<file path="src/rtl/strike_generator.sv">
// rtl/strike_generator.sv - strike / ghost-eaten pulse generator with invulnerability window
//
// Purpose:
//   Counts pacman/ghost pixel overlap during each video frame and classifies it
//   when the next frame starts. Overlap on a normal ghost issues a one-cycle
//   strike pulse and opens an invulnerability window. Overlap on a frightened
//   ghost issues a one-cycle ghostEaten pulse. A gameOver pulse moves the block
//   into a terminal DEAD state that only reset leaves.
//
// Optional feature:
//   STRIKE_BLINK_EN - when defined, pacmanVisible blinks during the
//   invulnerability window; when undefined, pacmanVisible is tied to 1.
//
// Ports:
//   clk_i                   system clock
//   reset_i                 synchronous active-high reset
//   startOfFrame_i          one-cycle pulse at the first pixel of a frame
//   pacmanDrawingRequest_i  pacman pixel active
//   ghostDrawingRequest_i   any ghost pixel active
//   ghostFrightened_i       power-pellet mode (level)
//   gameOver_i              one-cycle pulse from the lives bitmap
//   strike_o                one-cycle pulse: pacman lost a life
//   ghostEaten_o            one-cycle pulse: pacman ate a ghost
//   invulnerable_o          high while the invulnerability window runs
//   pacmanVisible_o         pacman draw enable
//   dead_o                  high in the terminal state

module strike_generator #(
    parameter int MIN_OVERLAP   = 4,
    parameter int INVULN_FRAMES = 120,
    parameter int BLINK_FRAMES  = 8,
    parameter int LIVES         = 3
) (
    input  logic clk_i,
    input  logic reset_i,
    input  logic startOfFrame_i,
    input  logic pacmanDrawingRequest_i,
    input  logic ghostDrawingRequest_i,
    input  logic ghostFrightened_i,
    input  logic gameOver_i,
    output logic strike_o,
    output logic ghostEaten_o,
    output logic invulnerable_o,
    output logic pacmanVisible_o,
    output logic dead_o
);

    localparam int FW = $clog2(INVULN_FRAMES + 1);
    localparam int SW = $clog2(LIVES + 1);

    localparam logic [7:0]    MIN_OV      = 8'(MIN_OVERLAP);
    localparam logic [FW-1:0] INVULN_LOAD = FW'(INVULN_FRAMES);
    localparam logic [SW-1:0] LIVES_MAX   = SW'(LIVES);

    if (MIN_OVERLAP < 1 || INVULN_FRAMES < 1 || BLINK_FRAMES < 1 || LIVES < 1) begin : g_bad_param
        $error("strike_generator: all parameters must be >= 1");
    end

    typedef enum logic [1:0] {
        ARMED  = 2'd0,
        INVULN = 2'd1,
        DEAD   = 2'd2
    } state_t;

    state_t        state_q;
    logic [7:0]    hit_cnt_q, hit_cnt_d;
    logic [7:0]    eat_cnt_q, eat_cnt_d;
    logic [FW-1:0] frame_cnt_q;
    logic [SW-1:0] strikes_q;
    logic          strike_q, eaten_q, invuln_q, dead_q;

    logic hit_px, eat_px, hit_met, eat_met;
    logic frame_eval, enter_invuln, leave_invuln;

    assign hit_px  = pacmanDrawingRequest_i & ghostDrawingRequest_i & ~ghostFrightened_i;
    assign eat_px  = pacmanDrawingRequest_i & ghostDrawingRequest_i &  ghostFrightened_i;
    assign hit_met = (hit_cnt_q >= MIN_OV);
    assign eat_met = (eat_cnt_q >= MIN_OV);

    // gameOver pre-empts frame evaluation, so a coincident frame start yields no pulse.
    assign frame_eval   = startOfFrame_i & ~gameOver_i;
    assign enter_invuln = frame_eval & (state_q == ARMED) & hit_met & (strikes_q < LIVES_MAX);
    assign leave_invuln = frame_eval & (state_q == INVULN) & (frame_cnt_q == FW'(1));

    // At a frame start the old counts are sampled and the current pixel seeds the new frame.
    always_comb begin
        hit_cnt_d = hit_cnt_q;
        eat_cnt_d = eat_cnt_q;
        if (startOfFrame_i) begin
            hit_cnt_d = {7'd0, hit_px};
            eat_cnt_d = {7'd0, eat_px};
        end else begin
            if (hit_px && hit_cnt_q != 8'hFF) hit_cnt_d = hit_cnt_q + 8'd1;
            if (eat_px && eat_cnt_q != 8'hFF) eat_cnt_d = eat_cnt_q + 8'd1;
        end
    end

    always_ff @(posedge clk_i) begin
        if (reset_i) begin
            state_q     <= ARMED;
            hit_cnt_q   <= '0;
            eat_cnt_q   <= '0;
            frame_cnt_q <= '0;
            strikes_q   <= '0;
            strike_q    <= 1'b0;
            eaten_q     <= 1'b0;
            invuln_q    <= 1'b0;
            dead_q      <= 1'b0;
        end else begin
            hit_cnt_q <= hit_cnt_d;
            eat_cnt_q <= eat_cnt_d;
            strike_q  <= 1'b0;
            eaten_q   <= 1'b0;
            if (gameOver_i) begin
                state_q  <= DEAD;
                invuln_q <= 1'b0;
                dead_q   <= 1'b1;
            end else if (startOfFrame_i) begin
                case (state_q)
                    ARMED: begin
                        eaten_q <= eat_met;
                        if (enter_invuln) begin
                            strike_q    <= 1'b1;
                            strikes_q   <= strikes_q + SW'(1);
                            state_q     <= INVULN;
                            frame_cnt_q <= INVULN_LOAD;
                            invuln_q    <= 1'b1;
                        end
                    end
                    INVULN: begin
                        // hitCnt is deliberately ignored: this sample belongs to an invulnerable frame.
                        eaten_q     <= eat_met;
                        frame_cnt_q <= frame_cnt_q - FW'(1);
                        if (leave_invuln) begin
                            state_q  <= ARMED;
                            invuln_q <= 1'b0;
                        end
                    end
                    default: begin
                    end
                endcase
            end
        end
    end

`ifdef STRIKE_BLINK_EN
    localparam int BW = $clog2(BLINK_FRAMES + 1);
    localparam logic [BW-1:0] BLINK_LAST = BW'(BLINK_FRAMES - 1);

    logic          vis_q;
    logic [BW-1:0] blink_cnt_q;

    always_ff @(posedge clk_i) begin
        if (reset_i) begin
            vis_q       <= 1'b1;
            blink_cnt_q <= '0;
        end else if (gameOver_i) begin
            vis_q <= 1'b0;
        end else if (enter_invuln) begin
            vis_q       <= 1'b0;
            blink_cnt_q <= '0;
        end else if (leave_invuln) begin
            vis_q <= 1'b1;
        end else if (startOfFrame_i && state_q == INVULN) begin
            if (blink_cnt_q == BLINK_LAST) begin
                vis_q       <= ~vis_q;
                blink_cnt_q <= '0;
            end else begin
                blink_cnt_q <= blink_cnt_q + BW'(1);
            end
        end
    end

    assign pacmanVisible_o = vis_q;
`else
    assign pacmanVisible_o = 1'b1;
`endif

    assign strike_o       = strike_q;
    assign ghostEaten_o   = eaten_q;
    assign invulnerable_o = invuln_q;
    assign dead_o         = dead_q;

endmodule

</file>
<file path="config.mk">
export PLATFORM = sky130hd
export DESIGN_NAME = strike_generator
export DESIGN_NICKNAME = d
export VERILOG_FILES = /design/src/rtl/strike_generator.sv
export SDC_FILE = /design/constraint.sdc
export NUM_CORES = 1
export LEC_CHECK = 0
export BUFFER_PORTS_ARGS = -buffer_cell sky130_fd_sc_hd__buf_2
export CAP_MARGIN = 5
export CORE_MARGIN = 10
export CORE_UTILIZATION = 38
export DETAILED_ROUTE_END_ITERATION = 8
export SLEW_MARGIN = 40
export SYNTH_ARGS = -nofsm -noshare
export SYNTH_HDL_FRONTEND = slang
export SYNTH_SLANG_ARGS = --single-unit
</file>
<file path="constraint.sdc">
create_clock -name clk_i -period 1.9 [get_ports clk_i]
set_clock_uncertainty 0.05 [all_clocks]
set_input_delay 0.285 -clock clk_i [delete_from_list [all_inputs] [get_ports clk_i]]
set_output_delay 0.285 -clock clk_i [all_outputs]
set_load 0.01 [all_outputs]
</file>
# Yosys cells after proc, flatten, opt, wreduce, memory -nomap -nowiden
# Index checks and enable logic that the tools add are counted.
# totals
out_inout_bits	5
inputBits	7
regBits	31
wordCells	73
# classes
muxes	15
n_eq_ne	8
n_lt_le_gt_ge	3
bitwise_logic	14
reduce_logical	17
addsub	4
# op_table
operator	count
$add 8x1->8 const B	2
$ge 8x3->1 const B	2
$ne 8x8->1 const B	2
$reduce_and 4->1	4
$pmux 7 s2	1
$and 1x1->1	9
$mux 2	4
$reduce_bool 2->1	4
$reduce_or 4->1	2
$eq 7x1->1 const B	1
$mux 1	7
$mux 7	1
$sub 7x1->7 const B	1
$ne 3x3->1 const B	2
$reduce_or 2->1	3
$not 1->1	5
$ne 2x2->1 const B	2
$pmux 2 s2	1
$reduce_bool 3->1	1
$add 2x1->2 const B	1
$eq 2x1->1 const B	1
$logic_and 1x1->1	2
$logic_not 2->1	1
$lt 2x2->1 const B	1
$pmux 1 s2	1

# Depth between registers and ports, before layout
# Gate-level depths: netlist of the first run.
# depth
depth_word	9
ltp_mapped	6
ltp_nobuf	5

# Worst setup path after synthesis of the first run
# No wires, ideal clock.
# synth_path
path_kind	register -> register
start	register hit_cnt_q[3]
end	register frame_cnt_q[6]
required_ns	1.730
setup_slack_ns	0.205
t_arrival_ns	1.526
period_less_slack_ns	1.695
n_path_buf	1
path_stages_with_launch	6
setup_time_ns	0.120
path_cell_list	dfxtp_1 -> buf_2 -> or4_1 -> o21ai_1 -> nor3_1 -> o31a_1
# synth_via
elab_chain_cells	5
# synth_rtl
element	line_no	text
start: declaration	66	logic [7:0] hit_cnt_q, hit_cnt_d;
start signal: assignment	110	hit_cnt_q <= hit_cnt_d;
$ge 8x3->1	77	assign hit_met = (hit_cnt_q >= MIN_OV);
$and 1x1->1 (2 in series)	82	assign enter_invuln = frame_eval & (state_q == ARMED) & hit_met & (strikes_q < LIVES_MAX);
$ne 2x2->1 (no line)	--	
$reduce_and 4->1 (no line)	--	
end signal: assignment	133	frame_cnt_q <= frame_cnt_q - FW'(1);
end: declaration	68	logic [FW-1:0] frame_cnt_q;
# No other way between the ends.
# A chain may end at the register's enable or synchronous reset.

# Worst setup path after layout of the first run
# layout_path
start	register hit_cnt_q[0]
end	register hit_cnt_q[5]
# layout_via
elab_chain_cells	2
word_cells_on_any_way	3
cone_classes	add/sub: 1; eq/ne: 1; reduce/logical: 1
# layout_rtl
element
branches (longest 2 deep; another with $add 8x1->8)
# Several ways; the timed one is not identified.

==> metrics.md, run 1 <==
| Metric | Value |
|---|---|
| Syn_nets | `192` |
| M1 WL | `1.65 mm` |
| Worst slew margin | `52.7%` |
| Final wirelength | `3.54 mm` |
| Vias/cell | `5.78` |
| Gpl congestion | `0.884` |
| Min cycle time layout | `1.85 ns` |
| Cts bufs inserted | `5` |
| CP endpoint kind | `flop` |
| Total Routing Usage GR | `9.88%` |
| Min-delay src | `gameOver_i` |
| Iter 0 DRT Violations | `90` |
| Slowest-stage cell, CP | `a2111oi_0` |
| Seq pwr share | `48.5%` |
| Post-CTS sizing | `0` |
| Grt ovf | `0` |
| Fmax | `0.542 GHz` |
| HP Class | `in2reg` |
| Comb power frac | `4.4%` |
| Commonest non-fill, non-tap cell in the layout | `dfxtp_1` |
| Die area | `7100 um^2` |
| Layout cell share with drive strength beyond 1 | `13.8%` |
| Top FF cell, synth | `dfxtp_1` |
| Non-filler cells, final | `246` |
| Die span in x | `84.3 um` |
| Routed len/inst | `14.4 um` |
| Most frequent cells in the layout | `dfxtp_1, nor2_1, inv_1` |
| Footprint of the multi-input gates | `897 um^2` |
| CTS tree | `yes` |
| Placed Instances | `238` |
| WP buf/inv | `0` |
| Metal2 WL | `1.67 mm` |
| H-tree levels | `2` |
| Nets | `209` |
| # DRC | `0` |
| VDD IR max | `0.410 mV` |
| Clock power frac | `47.0%` |
| Unique masters post-synth | `46` |
| EDFF count, synth | `0` |
| Mapped Avg Cell Area | `8.82 um^2` |
| Post-synthesis sequential area ratio | `38.2%` |
| Sw frac | `20.3%` |
| Global-route wire length before repair | `6.00 mm` |
| Clk root buf | `clkbuf_8` |
| Vias in the first global route | `1354` |
| CTS Sinks | `30` |
| Power Total | `1310 uW` |
| Final hold vios | `0` |
| Die height | `84.3 um` |
| Setup Fix Bufs, Post-CTS | `0` |
| CP delay by family, top | `compound AO/OA/AOI/OAI gates` |
| Flop-to-flop setup slack | `0.05 ns` |
| Largest net degree at the start of global routing | `18` |
| Setup TNS | `0 ns` |
| Post-synthesis cell count | `178` |
| Cell Int Power | `1050 uW` |
| Final Max Slew Viols | `0` |
| Post-route ant nets | `0` |
| Ant. Diodes | `0` |
| Crit path kind | `reg2reg` |
| Crit share post-route | `97.2%` |
| Final setup viols | `0` |
| Maxcap violations | `0` |
| Post-detailed-placement half-perimeter wirelength | `2.61 mm` |
| Vias | `1422` |
| Power per cell area | `726 nW/um^2` |
| Initial DRT Pass Iterations | `4` |
| Clock slew at reported path FFs | `0.06 ns` |
| Core area | `4000 um^2` |
| P_leak | `0.000638 uW` |
| Crit-path max FO | `3` |
| Number of synthesized register bits | `30` |
| Initial antenna violation count | `0` |
| Worst flop-to-flop path startpoint | `hit_cnt_q[0]` |
| Critical Path RT | `2.01 ns` |
| RSZ-0062 raised after global routing | `false` |
| P&R area growth vs syn | `15.3%` |
| Hold slack | `0.232 ns` |
| Worst path max stage delay | `0.67 ns` |
| IO Port Bufs | `10` |
| Cell row count | `23` |
| Critical path, cell by cell | `ha_1, and2_1, a2111oi_0, xnor2_1, nor2_1` |
| # fillers | `386` |
| Crit path arrival time | `1.95 ns` |
| Uppermost routed layer | `met4` |
| Clock latency on the worst-skew pair | `0.28 ns` |
| Ys Warns | `0` |
| Synthesized area | `1570 um^2` |
| Seq. cell area | `601 um^2` |
| Hold-fix buffers, CTS | `0` |
| Worst slew pin tran | `0.692 ns` |
| IO Pins | `12` |
| CP Launch Type | `flop` |
| Metal3 WL | `174 um` |
| Starting Density | `39.3%` |
| Ys async rst share | `0%` |
| CTS Buffer Depth | `2` |
| Worst setup startpoint | `hit_cnt_q[0]` |
| Psw | `266 uW` |
| Status | `completed` |
==> final timing paths <==
check,endpoint,cells after the start
min reg2reg,dead_o,2
max reg2reg,hit_cnt_q[5],5
max,hit_cnt_q[5],5
min,state_q[0],2
==> power groups by stage <==
stage	Sequential, uW	Combinational (uW)	Clock [uW]
2_1_floorplan	652	33.8	0
3_3_place_gp	651	56.9	0
3_5_place_dp	651	57.8	0
4_1_cts	637	58.0	635
5_1_grt	638	65.1	660
6_report	637	58.3	618
==> registers in the layout, indices dropped and copies added (netlist names) <==
signal        cells
eat_cnt_q         8
hit_cnt_q         8
dead_o            1
strikes_q         2
strike_o          1
frame_cnt_q       7
ghostEaten_o      1
state_q           2
==> routing by layer <==
metal	vias up	global-route usage, %
met1	680	11.8
met3	5	3.29
met2	39	15.0
li1	698	-
met4	0	5.94
met5	-	0
==> kinds of logic after synthesis <==
logic type                 Yosys count  synth area share, %
adders and majority gates            7                 5.58
and+or+nand+nor                     70                 24.5
xor gates and xnor gates            10                 5.58
DFF                                 30                 38.2
AOI/OAI and AO/OA                   40                 20.0
muxes                                2                 1.27
buffers and inverters               18                 4.62
other                                1                0.239
==> area by class of cell <==
type | instances | area share (%)
tap | 50 | 3.46
timing repair buffer | 17 | 5.67
clock inverter | 1 | 1.66
sequential | 30 | 33.2
inverter | 11 | 2.28
multi-input combinational | 130 | 49.6
clock buffer | 7 | 4.22
==> per-stage QoR <==
step	util (%)	instance area, um^2	worst slack, ns
final	45.3	1810	0.0537
after global routing	45.3	1810	0.0264
after CTS	45.3	1810	0.126
after detailed placement	42.6	1700	0.0808
after global placement	42.6	1700	0.107
after floorplan	-	1570	0.205
==> synth_stat cells (2+ instances only) <==
cell,number,share of area (%)
nand3_1,6,1.9
and4_1,3,1.7
nand4_1,4,1.6
a21oi_1,7,2.2
o31a_1,3,1.7
or4_1,2,0.96
xor2_1,2,1.1
o41ai_1,2,1.1
nand2b_1,2,0.80
a31oi_1,2,0.80
a2111oi_0,5,2.8
mux2i_1,2,1.3
nand2_1,9,2.2
clkbuf_1,5,1.2
nand4b_1,3,1.7
or3_1,3,1.2
ha_1,7,5.6
nor4_1,4,1.6
o21ai_0,3,0.96
a211oi_1,6,2.9
nor3_1,6,1.9
nor2_1,21,5.0
inv_1,11,2.6
and3_1,2,0.80
xnor2_1,8,4.5
dfxtp_1,30,38
==> worst reg2reg max path, stage by stage (launching register included) <==
cell and delay, ns:
dfxtp_1 0.32, ha_1 0.22, and2_1 0.19, a2111oi_0 0.67
xnor2_1 0.20, nor2_1 0.06
Power figures use the tool's default switching activity.
==> run 2, diff against run 1 <==
--- a/config.mk
+++ b/config.mk
@@ -5,6 +5,7 @@
 export SDC_FILE = /design/constraint.sdc
 export NUM_CORES = 1
 export LEC_CHECK = 0
+export ABC_AREA = 1
 export BUFFER_PORTS_ARGS = -buffer_cell sky130_fd_sc_hd__buf_2
 export CAP_MARGIN = 5
 export CORE_MARGIN = 10
==> run 2 against run 1 <==
Effect of this change: area after synthesis grew 9.4%; via count grew 0.77%; critical endpoint is now eat_cnt_q[5]; wire length shrank 3.6%; cell count grew 25%.
==> metrics.md, run 2 <==
| Metric | Value |
|---|---|
| Vias/cell | `4.65` |
| CTS Sinks | `30` |
| Syn_nets | `255` |
| Synth area leaders | `dfxtp_1, nand2_1, inv_1` |
| Setup TNS | `0 ns` |
| Top FF cell, synth | `dfxtp_1` |
| CTS Buffer Depth | `2` |
| Post-place setup slack | `0.425 ns` |
| Die span in x | `87.2 um` |
| Initial DRT Pass Iterations | `4` |
| Post-route ant nets | `0` |
| CTS tree | `yes` |
| CP Launch Type | `flop` |
| Post-synthesis sequential area ratio | `35.0%` |
| Clock latency on the worst-skew pair | `0.29 ns` |
| Ys Warns | `0` |
| Iter 0 DRT Violations | `62` |
| Crit share post-route | `77.9%` |
| Final wirelength | `3.41 mm` |
| Min cycle time layout | `1.48 ns` |
| Ys async rst share | `0%` |
| Power Total | `1210 uW` |
| Vias in the first global route | `1398` |
| CP endpoint kind | `flop` |
| Non-filler cells, final | `308` |
| EDFF count, synth | `0` |
| Cell row count | `24` |
| Cts bufs inserted | `5` |
| Largest net degree at the start of global routing | `14` |
| Setup Fix Bufs, Post-CTS | `0` |
| Nets | `270` |
| Post-synth top area cell | `dfxtp_1` |
| Post-CTS sizing | `0` |
| Core area | `4350 um^2` |
| Layout cell share with drive strength beyond 1 | `18.4%` |
| Mapped Avg Cell Area | `7.13 um^2` |
| P_leak | `0.000807 uW` |
| Most frequent cells after synthesis | `nand2_1, inv_1, dfxtp_1` |
| Crit path kind | `reg2reg` |
| Vias | `1433` |
| Total Routing Usage GR | `10.1%` |
| Commonest non-fill, non-tap cell in the layout | `nand2_1` |
| Status | `completed` |
| Final setup viols | `0` |
| Placed Instances | `301` |
| Final Max Slew Viols | `0` |
| IO Port Bufs | `10` |
| Ant. Diodes | `0` |
| Die area | `7610 um^2` |
| H-tree levels | `2` |
| Global-route wire length before repair | `6.23 mm` |
| Hold-fix buffers, CTS | `0` |
| Largest regs | `eat_cnt_q (8), hit_cnt_q (8), frame_cnt_q (7)` |
| Maxcap violations | `0` |
| Most frequent cells in the layout | `nand2_1, inv_1, dfxtp_1` |
| Routed len/inst | `11.1 um` |
| Clk root buf | `clkbuf_8` |
| Fmax | `0.676 GHz` |
| HP Class | `in2reg` |
| Setup ws final | `0.420 ns` |
| Die height | `87.2 um` |
| Number of synthesized register bits | `30` |
| Yosys top cell area share | `35.0%` |
| Initial antenna violation count | `0` |
| Clock slew at reported path FFs | `0.06 ns` |
| Synthesized area | `1720 um^2` |
| Grt ovf | `0` |
| Final hold vios | `0` |
| Starting Density | `39.5%` |
| Unique masters post-synth | `31` |
| P&R area growth vs syn | `10.5%` |
| Crit path arrival time | `1.62 ns` |
| Post-detailed-placement half-perimeter wirelength | `2.55 mm` |
| Gpl congestion | `0.800` |
| Power per cell area | `635 nW/um^2` |
| RSZ-0062 raised after global routing | `false` |
| Most numerous cell in the Yosys netlist | `nand2_1` |
| Crit-path max FO | `8` |
| Post-synthesis cell count | `241` |
| IO Pins | `12` |
| VDD IR max | `0.269 mV` |
| Critical Path RT | `2.04 ns` |
| # DRC | `0` |
## run 2: cell count changes in the layout (fill, tap and decap cells not counted), moves of 6 or more
cell	change
a211oi_1	-6
nor2_2	+6
inv_1	+21
nand2_1	+44
nand3_1	+10
xnor2_1	-7
a21oi_1	+8
buf_4	-7
## run 2: layout make-up
| class | instances | area, um^2 |
|---|---|---|
| clock buffer | 7 | 76.3 |
| inverter | 37 | 144 |
| sequential | 30 | 601 |
| multi-input combinational | 172 | 962 |
| timing repair buffer | 10 | 50.0 |
| tap | 52 | 65.1 |
| fill | 435 | 2460 |
## run 2: kinds of logic (layout without fill, tap and decap cells)
| logic type | after synthesis | after routing | synth area share [%] |
|---|---|---|---|
| DFF | 30 | 30 | 35.0 |
| other | 1 | 1 | 0.218 |
| and+or+nand+nor | 126 | 126 | 36.9 |
| buffers and inverters | 39 | 54 | 9.03 |
| xor gates and xnor gates | 8 | 8 | 4.08 |
| adders and majority gates | 7 | 7 | 5.10 |
| AOI/OAI and AO/OA | 30 | 30 | 9.69 |
## run 2: routing by layer
layer | part of all wire, % | global-route usage [%] | vias up
li1 | - | - | 783
met1 | 51 | 12.3 | 630
met2 | 45 | 15.6 | 14
met3 | 3.0 | 3.09 | 6
met4 | 1.5 | 5.07 | 0
met5 | 0 | 0 | -
## run 2: worst max-delay path, cell delays in order, from the launching register on
cell	delay, ns
dfxtp_1	0.41
ha_1	0.22
nand2_2	0.09
nor2_2	0.10
nand4_2	0.10
nand2_4	0.14
inv_4	0.07
nand2_2	0.06
nand2_1	0.04
nand2_1	0.07
nor2_2	0.03
## run 2: power by group
group | total [uW] | leakage [uW] | switching, uW | internal (uW)
sequential | 645 | 0.000243 | 7.82 | 637
combinational | 81.1 | 0.000526 | 55.1 | 26.0
clock | 480 | 0.0000383 | 228 | 251
total | 1210 | 0.000807 | 291 | 915
## run 2: through the flow
stage	instance area (um^2)	utilization [%]	hold slack, ns
after floorplan	1720	-	0.314
after global placement	1820	41.8	0.400
after detailed placement	1820	41.8	0.406
after CTS	1900	43.6	0.203
after global routing	1900	43.6	0.225
final	1900	43.6	0.206
## run 2: path summary, 6_finish.rpt
| path | start | endpoint | slack [ns] | cells past startpoint |
|---|---|---|---|---|
| max | eat_cnt_q[0] | eat_cnt_q[5] | 0.42 | 10 |
| min reg2reg | dead_o | dead_o | 0.41 | 2 |
| min | gameOver_i | dead_o | 0.21 | 3 |
| max reg2reg | eat_cnt_q[0] | eat_cnt_q[5] | 0.42 | 10 |
